**src/rtl/wb_bcd_display_regs.sv**
```systemverilog
// wb_bcd_display_regs
// Wishbone classic slave that drives the two digit-byte inputs of the 4-digit
// 7-segment multiplexer (a0m = digits 3..2, a0l = digits 1..0).
//   BCD mode: a binary value written to BIN is converted to packed BCD by a
//             sequential double-dabble engine (one add-3/shift step per clock).
//   Raw mode: the 16-bit RAW register drives the digit nibbles directly.
// Register map (wb_adr_i[3:2]):
//   0 BIN    W starts a conversion, R returns the last accepted value
//   1 RAW    RW digit nibbles
//   2 CTRL   RW bit0 mode (0 = BCD, 1 = raw)
//   3 STATUS R bit0 busy, bit1 drop (sticky), bit2 ovf; write 1 to bit1/bit2 clears
// Optional build macro WB_BCD_OVF_SAT_EN: results above 9999 saturate to 9999
// and set STATUS.ovf. Without it the low four digits are kept (value mod 10000)
// and ovf always reads 0.

module wb_bcd_display_regs #(
  parameter int CONV_BITS = 16
) (
  input  logic        clk,
  input  logic        reset,
  input  logic        wb_cyc_i,
  input  logic        wb_stb_i,
  input  logic        wb_we_i,
  input  logic [31:0] wb_adr_i,
  input  logic [31:0] wb_dat_i,
  input  logic [3:0]  wb_sel_i,
  output logic [31:0] wb_dat_o,
  output logic        wb_ack_o,
  output logic [7:0]  a0m,
  output logic [7:0]  a0l,
  output logic        busy
);

  // Shift register holds five BCD digits above the binary operand.
  localparam int SR_W  = CONV_BITS + 20;
  localparam int CNT_W = (CONV_BITS > 1) ? $clog2(CONV_BITS) : 1;
  localparam logic [CNT_W-1:0] CNT_LAST = CNT_W'(CONV_BITS - 1);
  localparam logic [CNT_W-1:0] CNT_ONE  = CNT_W'(1);

  localparam logic [1:0] ADR_BIN    = 2'd0;
  localparam logic [1:0] ADR_RAW    = 2'd1;
  localparam logic [1:0] ADR_CTRL   = 2'd2;
  localparam logic [1:0] ADR_STATUS = 2'd3;

  typedef enum logic [1:0] {
    S_IDLE  = 2'd0,
    S_CONV  = 2'd1,
    S_LATCH = 2'd2
  } state_t;

  // Add 3 to every BCD nibble that is 5 or more, so the following left shift
  // carries correctly into the next decimal digit.
  function automatic logic [19:0] dd_adjust(input logic [19:0] bcd);
    logic [19:0] r;
    r = bcd;
    for (int i = 0; i < 5; i++) begin
      if (r[4*i +: 4] >= 4'd5) begin
        r[4*i +: 4] = r[4*i +: 4] + 4'd3;
      end
    end
    return r;
  endfunction

  // Bus-side registers
  logic                 ack_q, ack_d;
  logic [31:0]          dat_q, dat_d;
  logic [CONV_BITS-1:0] bin_q, bin_d;
  logic [15:0]          raw_q, raw_d;
  logic                 mode_q, mode_d;
  logic                 drop_q, drop_d;

  // Conversion engine registers
  state_t               state_q;
  logic [SR_W-1:0]      sr_q;
  logic [CNT_W-1:0]     cnt_q;
  logic                 busy_q;
  logic [15:0]          result_q;

  // Bus decode
  logic       req;
  logic       wr;
  logic       rd;
  logic [1:0] adr;
  logic       start;
  logic       status_wr;
  logic       ovf_bit;

  // One double-dabble step
  logic [19:0]     bcd_adj;
  logic [SR_W-1:0] sr_step;

  // A new request is accepted only when no ack is outstanding, which makes
  // ack a single-cycle pulse and every access exactly two cycles long.
  assign req       = wb_cyc_i & wb_stb_i & ~ack_q;
  assign wr        = req & wb_we_i;
  assign rd        = req & ~wb_we_i;
  assign adr       = wb_adr_i[3:2];
  // busy_q stays high through LATCH, so a BIN write on the latch edge is
  // treated as a collision and dropped.
  assign start     = wr && (adr == ADR_BIN) && !busy_q;
  assign status_wr = wr && (adr == ADR_STATUS);

  assign bcd_adj = dd_adjust(sr_q[SR_W-1 -: 20]);
  assign sr_step = {bcd_adj[18:0], sr_q[CONV_BITS-1:0], 1'b0};

`ifdef WB_BCD_OVF_SAT_EN
  logic ovf_q;
  logic ovf_clr;
  assign ovf_clr = status_wr & wb_dat_i[2];
  assign ovf_bit = ovf_q;
`else
  assign ovf_bit = 1'b0;
`endif

  // Next-state for the bus registers: ack pulse, read data capture, register writes.
  always_comb begin
    ack_d  = req;
    dat_d  = dat_q;
    bin_d  = bin_q;
    raw_d  = raw_q;
    mode_d = mode_q;
    drop_d = drop_q;

    if (rd) begin
      case (adr)
        ADR_BIN:    dat_d = 32'(bin_q);
        ADR_RAW:    dat_d = {16'h0000, raw_q};
        ADR_CTRL:   dat_d = {31'h0, mode_q};
        ADR_STATUS: dat_d = {29'h0, ovf_bit, drop_q, busy_q};
        default:    dat_d = 32'h0;
      endcase
    end

    if (wr) begin
      case (adr)
        ADR_BIN: begin
          // A value arriving while a conversion is in flight is discarded.
          if (busy_q) begin
            drop_d = 1'b1;
          end else begin
            bin_d = wb_dat_i[CONV_BITS-1:0];
          end
        end
        ADR_RAW:    raw_d  = wb_dat_i[15:0];
        ADR_CTRL:   mode_d = wb_dat_i[0];
        ADR_STATUS: begin
          if (wb_dat_i[1]) begin
            drop_d = 1'b0;
          end
        end
        default: ;
      endcase
    end
  end

  // Bus register update with synchronous reset.
  always_ff @(posedge clk) begin
    if (reset) begin
      ack_q  <= 1'b0;
      dat_q  <= 32'h0;
      bin_q  <= '0;
      raw_q  <= 16'h0;
      mode_q <= 1'b0;
      drop_q <= 1'b0;
    end else begin
      ack_q  <= ack_d;
      dat_q  <= dat_d;
      bin_q  <= bin_d;
      raw_q  <= raw_d;
      mode_q <= mode_d;
      drop_q <= drop_d;
    end
  end

  // Conversion sequencer: load the operand, run CONV_BITS add-3/shift steps,
  // then latch the low four BCD digits into the result register.
  always_ff @(posedge clk) begin
    if (reset) begin
      state_q  <= S_IDLE;
      sr_q     <= '0;
      cnt_q    <= '0;
      busy_q   <= 1'b0;
      result_q <= 16'h0;
`ifdef WB_BCD_OVF_SAT_EN
      ovf_q    <= 1'b0;
`endif
    end else begin
`ifdef WB_BCD_OVF_SAT_EN
      // Software clear; a saturating latch on the same edge wins below.
      if (ovf_clr) begin
        ovf_q <= 1'b0;
      end
`endif
      case (state_q)
        S_IDLE: begin
          if (start) begin
            sr_q    <= {20'h0, wb_dat_i[CONV_BITS-1:0]};
            cnt_q   <= '0;
            busy_q  <= 1'b1;
            state_q <= S_CONV;
          end
        end
        S_CONV: begin
          sr_q  <= sr_step;
          cnt_q <= cnt_q + CNT_ONE;
          if (cnt_q == CNT_LAST) begin
            state_q <= S_LATCH;
          end
        end
        S_LATCH: begin
`ifdef WB_BCD_OVF_SAT_EN
          // Ten-thousands digit set: the value does not fit in four digits.
          if (sr_q[SR_W-1 -: 4] != 4'h0) begin
            result_q <= 16'h9999;
            ovf_q    <= 1'b1;
          end else begin
            result_q <= sr_q[CONV_BITS+15:CONV_BITS];
          end
`else
          result_q <= sr_q[CONV_BITS+15:CONV_BITS];
`endif
          busy_q  <= 1'b0;
          state_q <= S_IDLE;
        end
        default: begin
          state_q <= S_IDLE;
          busy_q  <= 1'b0;
        end
      endcase
    end
  end

  // Display select is purely combinational from registers, so a mode change
  // shows up the cycle after its ack.
  assign a0m = mode_q ? raw_q[15:8] : result_q[15:8];
  assign a0l = mode_q ? raw_q[7:0]  : result_q[7:0];

  assign wb_ack_o = ack_q;
  assign wb_dat_o = dat_q;
  assign busy     = busy_q;

  // Inputs and bits that carry no function in this block.
  logic unused_bits;
  assign unused_bits = ^{wb_sel_i, wb_adr_i[31:4], wb_adr_i[1:0], wb_dat_i, bcd_adj[19]};

endmodule

```
**config.mk**
```make
export PLATFORM = sky130hd
export DESIGN_NAME = wb_bcd_display_regs
export DESIGN_NICKNAME = d
export VERILOG_FILES = /design/src/rtl/wb_bcd_display_regs.sv
export SDC_FILE = /design/constraint.sdc
export NUM_CORES = 1
export LEC_CHECK = 0
export CORE_MARGIN = 2
export CORE_UTILIZATION = 53
export DETAILED_ROUTE_END_ITERATION = 6
export GPL_ROUTABILITY_DRIVEN = 0
export PLACE_DENSITY = 0.81
export SYNTH_ARGS = -nofsm -noshare
export SYNTH_HDL_FRONTEND = slang
export SYNTH_SLANG_ARGS = --single-unit
```
**constraint.sdc**
```tcl
create_clock -name clk -period 3.6 [get_ports clk]
set_input_delay 0.72 -clock clk [delete_from_list [all_inputs] [get_ports clk]]
set_output_delay 0.72 -clock clk [all_outputs]
set_load 0.05 [all_outputs]
```
==> results of run 1 <==
==> critical path, delay by kind of cell, from the launching register on <==
kind / cells / cell delay (ns)
buf+inv: 1 / 0.70
mux: 1 / 0.43
flops: 1 / 0.85
==> worst min path at each step <==
stage                       from      endpoint  slack [ns]  cells after the start
finish               result_q[7]   result_q[7]        0.46                      2
global route        result_q[15]  result_q[15]        0.48                      2
CTS                     bin_q[0]      bin_q[0]        0.46                      2
global placement     result_q[7]   result_q[7]        0.44                      2
detailed placement   result_q[4]   result_q[4]        0.45                      2
floorplan               bin_q[0]      bin_q[0]        0.43                      2
==> cell usage in the layout (no fill, tap or decap), types with 2 or more instances in the layout <==
cell / n
inv_1: 10
clkinv_2: 2
dfxtp_1: 106
nand2_1: 67
nor2b_1: 2
mux2_2: 18
mux2i_1: 50
nor2_1: 52
ha_1: 9
nor3_1: 24
buf_4: 9
nand2b_1: 5
clkbuf_8: 10
xor2_1: 3
nand3_1: 5
clkinvlp_4: 2
o21ai_0: 9
a22o_1: 15
o21ai_2: 2
clkdlybuf4s50_1: 55
xnor2_1: 5
a21oi_1: 58
nor4_4: 2
a211oi_2: 15
conb_1: 16
==> metal layers <==
| metal | GRT usage (%) | routed length [µm] | up-vias |
|---|---|---|---|
| met5 | 0 | 0 | - |
| met4 | 11.5 | 369 | 0 |
| met3 | 2.99 | 584 | 19 |
| met2 | 36.4 | 5190 | 108 |
| met1 | 29.7 | 4740 | 1827 |
| li1 | - | - | 1855 |
==> report_power, final <==
part | leakage [nW] | internal, W | switching [W]
clock network | 0.0987 | 0.000341 | 0.000407
registers | 0.855 | 0.00119 | 0.0000106
logic | 1.11 | 0.0000584 | 0.000125
total | 2.07 | 0.00158 | 0.000543
==> flip-flops by register name, indices dropped and copies added, names as in the netlist <==
| register | flops |
|---|---|
| bin_q | 16 |
| busy | 1 |
| cnt_q | 4 |
| drop_q | 1 |
| mode_q | 1 |
| raw_q | 16 |
| result_q | 16 |
| sr_q | 32 |
| state_q | 2 |
| wb_ack_o | 1 |
| wb_dat_o | 16 |
==> metrics by stage <==
| stage | util, % | setup slack [ns] | area (µm²) | total power [W] | instances |
|---|---|---|---|---|---|
| finish | 61.5 | 0.537 | 5600 | 0.00213 | 680 |
| global route | 61.5 | 0.446 | 5600 | 0.00220 | 680 |
| CTS | 61.5 | 0.522 | 5600 | 0.00214 | 680 |
| detailed placement | 59.3 | 0.758 | 5400 | 0.00141 | 664 |
| global placement | 59.3 | 0.833 | 5400 | 0.00140 | 664 |
| floorplan | - | 1.58 | 4970 | 0.00137 | 540 |
==> cell type report <==
cell class              count  share of cell area (%)
multi-input cells         373                    44.3
flip-flops and latches    106                    37.9
repair buffers             64                    11.0
well taps                 111                    2.48
clock buffers              10                    2.46
clock inverters             6                    1.14
inverters                  10                   0.670
==> kinds of logic after synthesis <==
family	after synthesis	share of synthesized area, %
compound gates	103	14.7
xor+xnor	8	1.43
mux	69	14.8
simple gates	168	16.0
flops	106	43.2
buf+inv	61	7.56
fa+ha+maj	9	2.29
other cells	1	0.0763
==> impl_metrics.yaml, run 1 <==
critical_path:
  r2r-end: "result_q[15]"
  start_kind: "flop"
  r2r_slack_ns: 1.73
  path_class: "flop to output pin"
  crit_chain: "mux2_2, clkdlybuf4s50_1"
  critPathCapture: "a0l[2]"
  slowest_stage: "dfxtp_1"
  rr_worst_depth: 3
  arrival_ns: 2.34
  max_stage_delay_ns: 0.85
  startpoint: "mode_q"
  end_kind: "output pin"
  crit_fanout: 18
  required_ns: 2.88
  r2r-start: "state_q[1]"
global_route:
  grt_pass1_wl_um: 17800
  grt_pass1_vias: 3623
  grt_max_degree: 62
  antenna_found_initial: 0
  grt_util_all_layers_pct: 22.6
  grt_overflow_total: 0
placement:
  dp_hpwl_um: 7720
  portBuffers: 56
die:
  core_um2: 9110
  die_height_um: 100
  ioPinCount: 123
  start_util_pct: 54.0
  num_rows: 35
  die_w_um: 100
  die_area_um2: 10100
yosys:
  syn_area_um2: 4910
  avgSynthCellArea_um2: 9.36
  yosys_warnings: 0
  async_flop_share_pct: 0
  seq_area_frac_synth_pct: 43.2
  synthFlopType: "dfxtp_1"
  synth_top_area_share_pct: 43.2
  netlist_top_cells_count: "dfxtp_1, nand2_1, a21oi_1"
  synth_edf_count: 0
  yosys.cell_count.top_type: "dfxtp_1"
  synth_cell_type_count: 40
  synth_area_leaders: "dfxtp_1, mux2i_1, a21oi_1, nand2_1, mux2_2"
  syn_inst: 525
  synth_area_leader_cell: "dfxtp_1"
  synth_seq_cells: 106
sta:
  rsz0062_at_grt: "no"
  period_needed_ns: 3.06
  max_slew_margin_pct: 22.1
  clock-skew-final_ns: 0.0110
  timing.fmax_ghz: 0.327
  holdWs_ns: 0.457
  worst_pin_slew_ns: 1.17
  drv_slew: 0
  finalSetupViolCount: 0
  period_share_pct: 85.1
  setup_tns_ns: 0
  hold_violations: 0
finish:
  seq_area_um2: 2120
  syn_to_final_growth_pct: 14.0
  antenna-diode-count: 0
  multiInputGateArea_um2: 2480
  fill_cells: 780
  nets: 646
  drive_above_1_share_pct: 12.1
pwr:
  p_leak_nw: 2.07
  vdd_drop_max_mv: 0.195
  power_density_nw_per_um2: 380
drt:
  drt_iter0_drc: 159
  wl_per_cell_um: 16.0
  viasPerCell: 5.60
  routed_wirelength_um: 10900
  postRouteAntennaNets: 0
  drtPass1Iterations: 4
  drc: 0
  vias: 3809
clock_network:
  htree_levels: 3
  clk_latency_ns: 0.36
  clk_pin_slew_ns: 0.09
  clock-sinks: 106
  cts-root-buf: "clkbuf_8"
  cts_setup_buffers: 0
  hold_buffers: 0
  cts_resized: 0
  cts_buffer_depth: 2
  cts_tree: "yes"
  numCtsBuffers: 9
min_path:
  hp-class: "flop to flop"
flow_run:
  maxCapViolCount: 0
status:
  status: "complete, no violations"
No activity file was read; power rests on OpenSTA's default activity.
==> run 2: changes to the inputs <==
- CORE_UTILIZATION: 53 -> 49
- PLACE_DENSITY: 0.81 -> 0.76
- clock period: 3.6 -> 3.2 ns (I/O delays scaled with it)
==> run 2 against run 1 <==
- register-to-register slack got worse by 0.40 ns
- sequential power increased by 12%
- sequential share of layout area decreased by 0.40 points
- via count decreased by 1.6%
- cell count increased by 3.5%
- hold slack got worse by 0.0020 ns
- wire length increased by 2.1%
- sequential cell count unchanged
- total power increased by 15%
==> impl_metrics.yaml, run 2 (same netlist as run 1, synthesis figures left out) <==
drt:
  drt_iter0_drc: 213
  routed_wirelength_um: 11100
  wl_per_cell_um: 15.8
  drc: 0
  viasPerCell: 5.32
  vias: 3748
  postRouteAntennaNets: 0
  drtPass1Iterations: 5
global_route:
  grt_max_degree: 58
  grtUsageMet1_pct: 27.0
  grt_overflow_total: 0
  grt_pass1_wl_um: 17700
  grt_pass1_vias: 3498
  met3_usage_pct: 3.95
  grt-busiest-layer: "met2"
  grt_util_all_layers_pct: 20.6
  antenna_found_initial: 0
  met2_usage_pct: 32.8
clock_network:
  htree_levels: 3
  cts-root-buf: "clkbuf_8"
  cts_tree: "yes"
  numCtsBuffers: 9
  cts_buffer_depth: 2
  clock-sinks: 106
  clk_pin_slew_ns: 0.09
  hold_buffers: 0
  cts_setup_buffers: 0
  cts_resized: 0
  clk_latency_ns: 0.37
critical_path:
  rr_worst_depth: 4
  start_kind: "flop"
  r2r-end: "sr_q[10]"
  r2r_slack_ns: 1.33
  arrival_ns: 2.36
  crit_chain: "mux2_2, clkdlybuf4s50_1"
  end_kind: "output pin"
  slowest_stage: "dfxtp_1"
  required_ns: 2.56
  startpoint: "mode_q"
  crit_buf_inv: 1
  crit_cells: 2
  path_class: "flop to output pin"
  crit_fanout: 18
  r2r-start: "state_q[0]"
  critPathCapture: "a0m[6]"
  max_stage_delay_ns: 0.86
  cp_top_family: "flip-flops"
finish:
  nets: 648
  largest-register: "sr_q"
  final_common_cell: "dfxtp_1"
  layout_common_cells: "dfxtp_1, nand2_1, a21oi_1"
  drive_above_1_share_pct: 12.3
  instances_no_fill: 704
  antenna-diode-count: 0
  fill_cells: 883
  seq_area_um2: 2120
  syn_to_final_growth_pct: 15.2
  multiInputGateArea_um2: 2480
  largest_reg_flops: 32
sta:
  period_share_pct: 93.8
  drv_slew: 0
  worst_pin_slew_ns: 0.814
  period_needed_ns: 3.00
  timing.fmax_ghz: 0.333
  max_slew_margin_pct: 45.7
  clock-skew-final_ns: 0.0101
  hold_violations: 0
  rsz0062_at_grt: "no"
  setup_tns_ns: 0
  finalSetupViolCount: 0
pwr:
  p_sw_w: 0.000589
  power_density_nw_per_um2: 432
  power.share.clock_pct: 36.6
  p_sw_share_pct: 24.0
  p_leak_nw: 2.09
  p_int_w: 0.00186
  total_power_w: 0.00245
  comb_power_share_pct: 8.5
  seq_power_share_pct: 54.9
  vdd_drop_max_mv: 0.195
die:
  num_rows: 36
  die_area_um2: 10800
  die_height_um: 104
  core_um2: 9770
  ioPinCount: 123
  start_util_pct: 50.3
  die_w_um: 104
placement:
  placed_cells: 688
  dp_hpwl_um: 7780
  portBuffers: 56
flow_run:
  maxCapViolCount: 0
status:
  status: "complete, no violations"
min_path:
  hp-class: "flop to flop"
## run 2: cell types whose count changed in the layout (fill, tap and decap cells not counted)
cell / previous run / this run
clkinvlp_4: 2 / 1
inv_6: 1 / 0
bufinv_16: 1 / 2
clkbuf_1: 0 / 1
buf_4: 9 / 11
## run 2: worst min-delay path, cell delays in order (launching register included)
cell and delay (ns):
dfxtp_1 0.32, nand2_1 0.05, a21oi_1 0.05
## run 2: how the worst min path moves through the flow
| stage | start | end | depth (start not counted) |
|---|---|---|---|
| finish | result_q[15] | result_q[15] | 2 |
| global route | bin_q[14] | bin_q[14] | 2 |
| CTS | result_q[15] | result_q[15] | 2 |
| detailed placement | result_q[15] | result_q[15] | 2 |
| global placement | result_q[14] | result_q[14] | 2 |
| floorplan | bin_q[0] | bin_q[0] | 2 |
## run 2: layout make-up
cell class	instances	area share [%]
multi-input cells	373	43.9
flip-flops and latches	106	37.5
repair buffers	66	11.2
well taps	133	2.94
clock buffers	11	2.50
clock inverters	5	1.37
inverters	10	0.663
## run 2: routing by layer
metal	share of wire, %	up-vias
li1	-	1868
met1	45	1758
met2	47	103
met3	4.7	19
met4	3.1	0
met5	0	-
## run 2: through the flow
stage / area [µm²] / worst slack, ns / utilization, % / hold WS [ns]
detailed placement: 5440 / 0.498 / 55.7 / 0.444
floorplan: 4970 / 1.26 / - / 0.433
global placement: 5440 / 0.521 / 55.7 / 0.441
global route: 5660 / 0.114 / 57.9 / 0.478
CTS: 5660 / 0.172 / 57.9 / 0.458
finish: 5660 / 0.200 / 57.9 / 0.455
## run 2: power by group through the flow
stage / combinational (W) / sequential, W / clock [W]
5_1_grt: 0.000220 / 0.00135 / 0.000972
4_1_cts: 0.000207 / 0.00134 / 0.000915
2_1_floorplan: 0.000160 / 0.00138 / 0
3_5_place_dp: 0.000206 / 0.00138 / 0
3_3_place_gp: 0.000203 / 0.00137 / 0
6_report: 0.000207 / 0.00134 / 0.000895
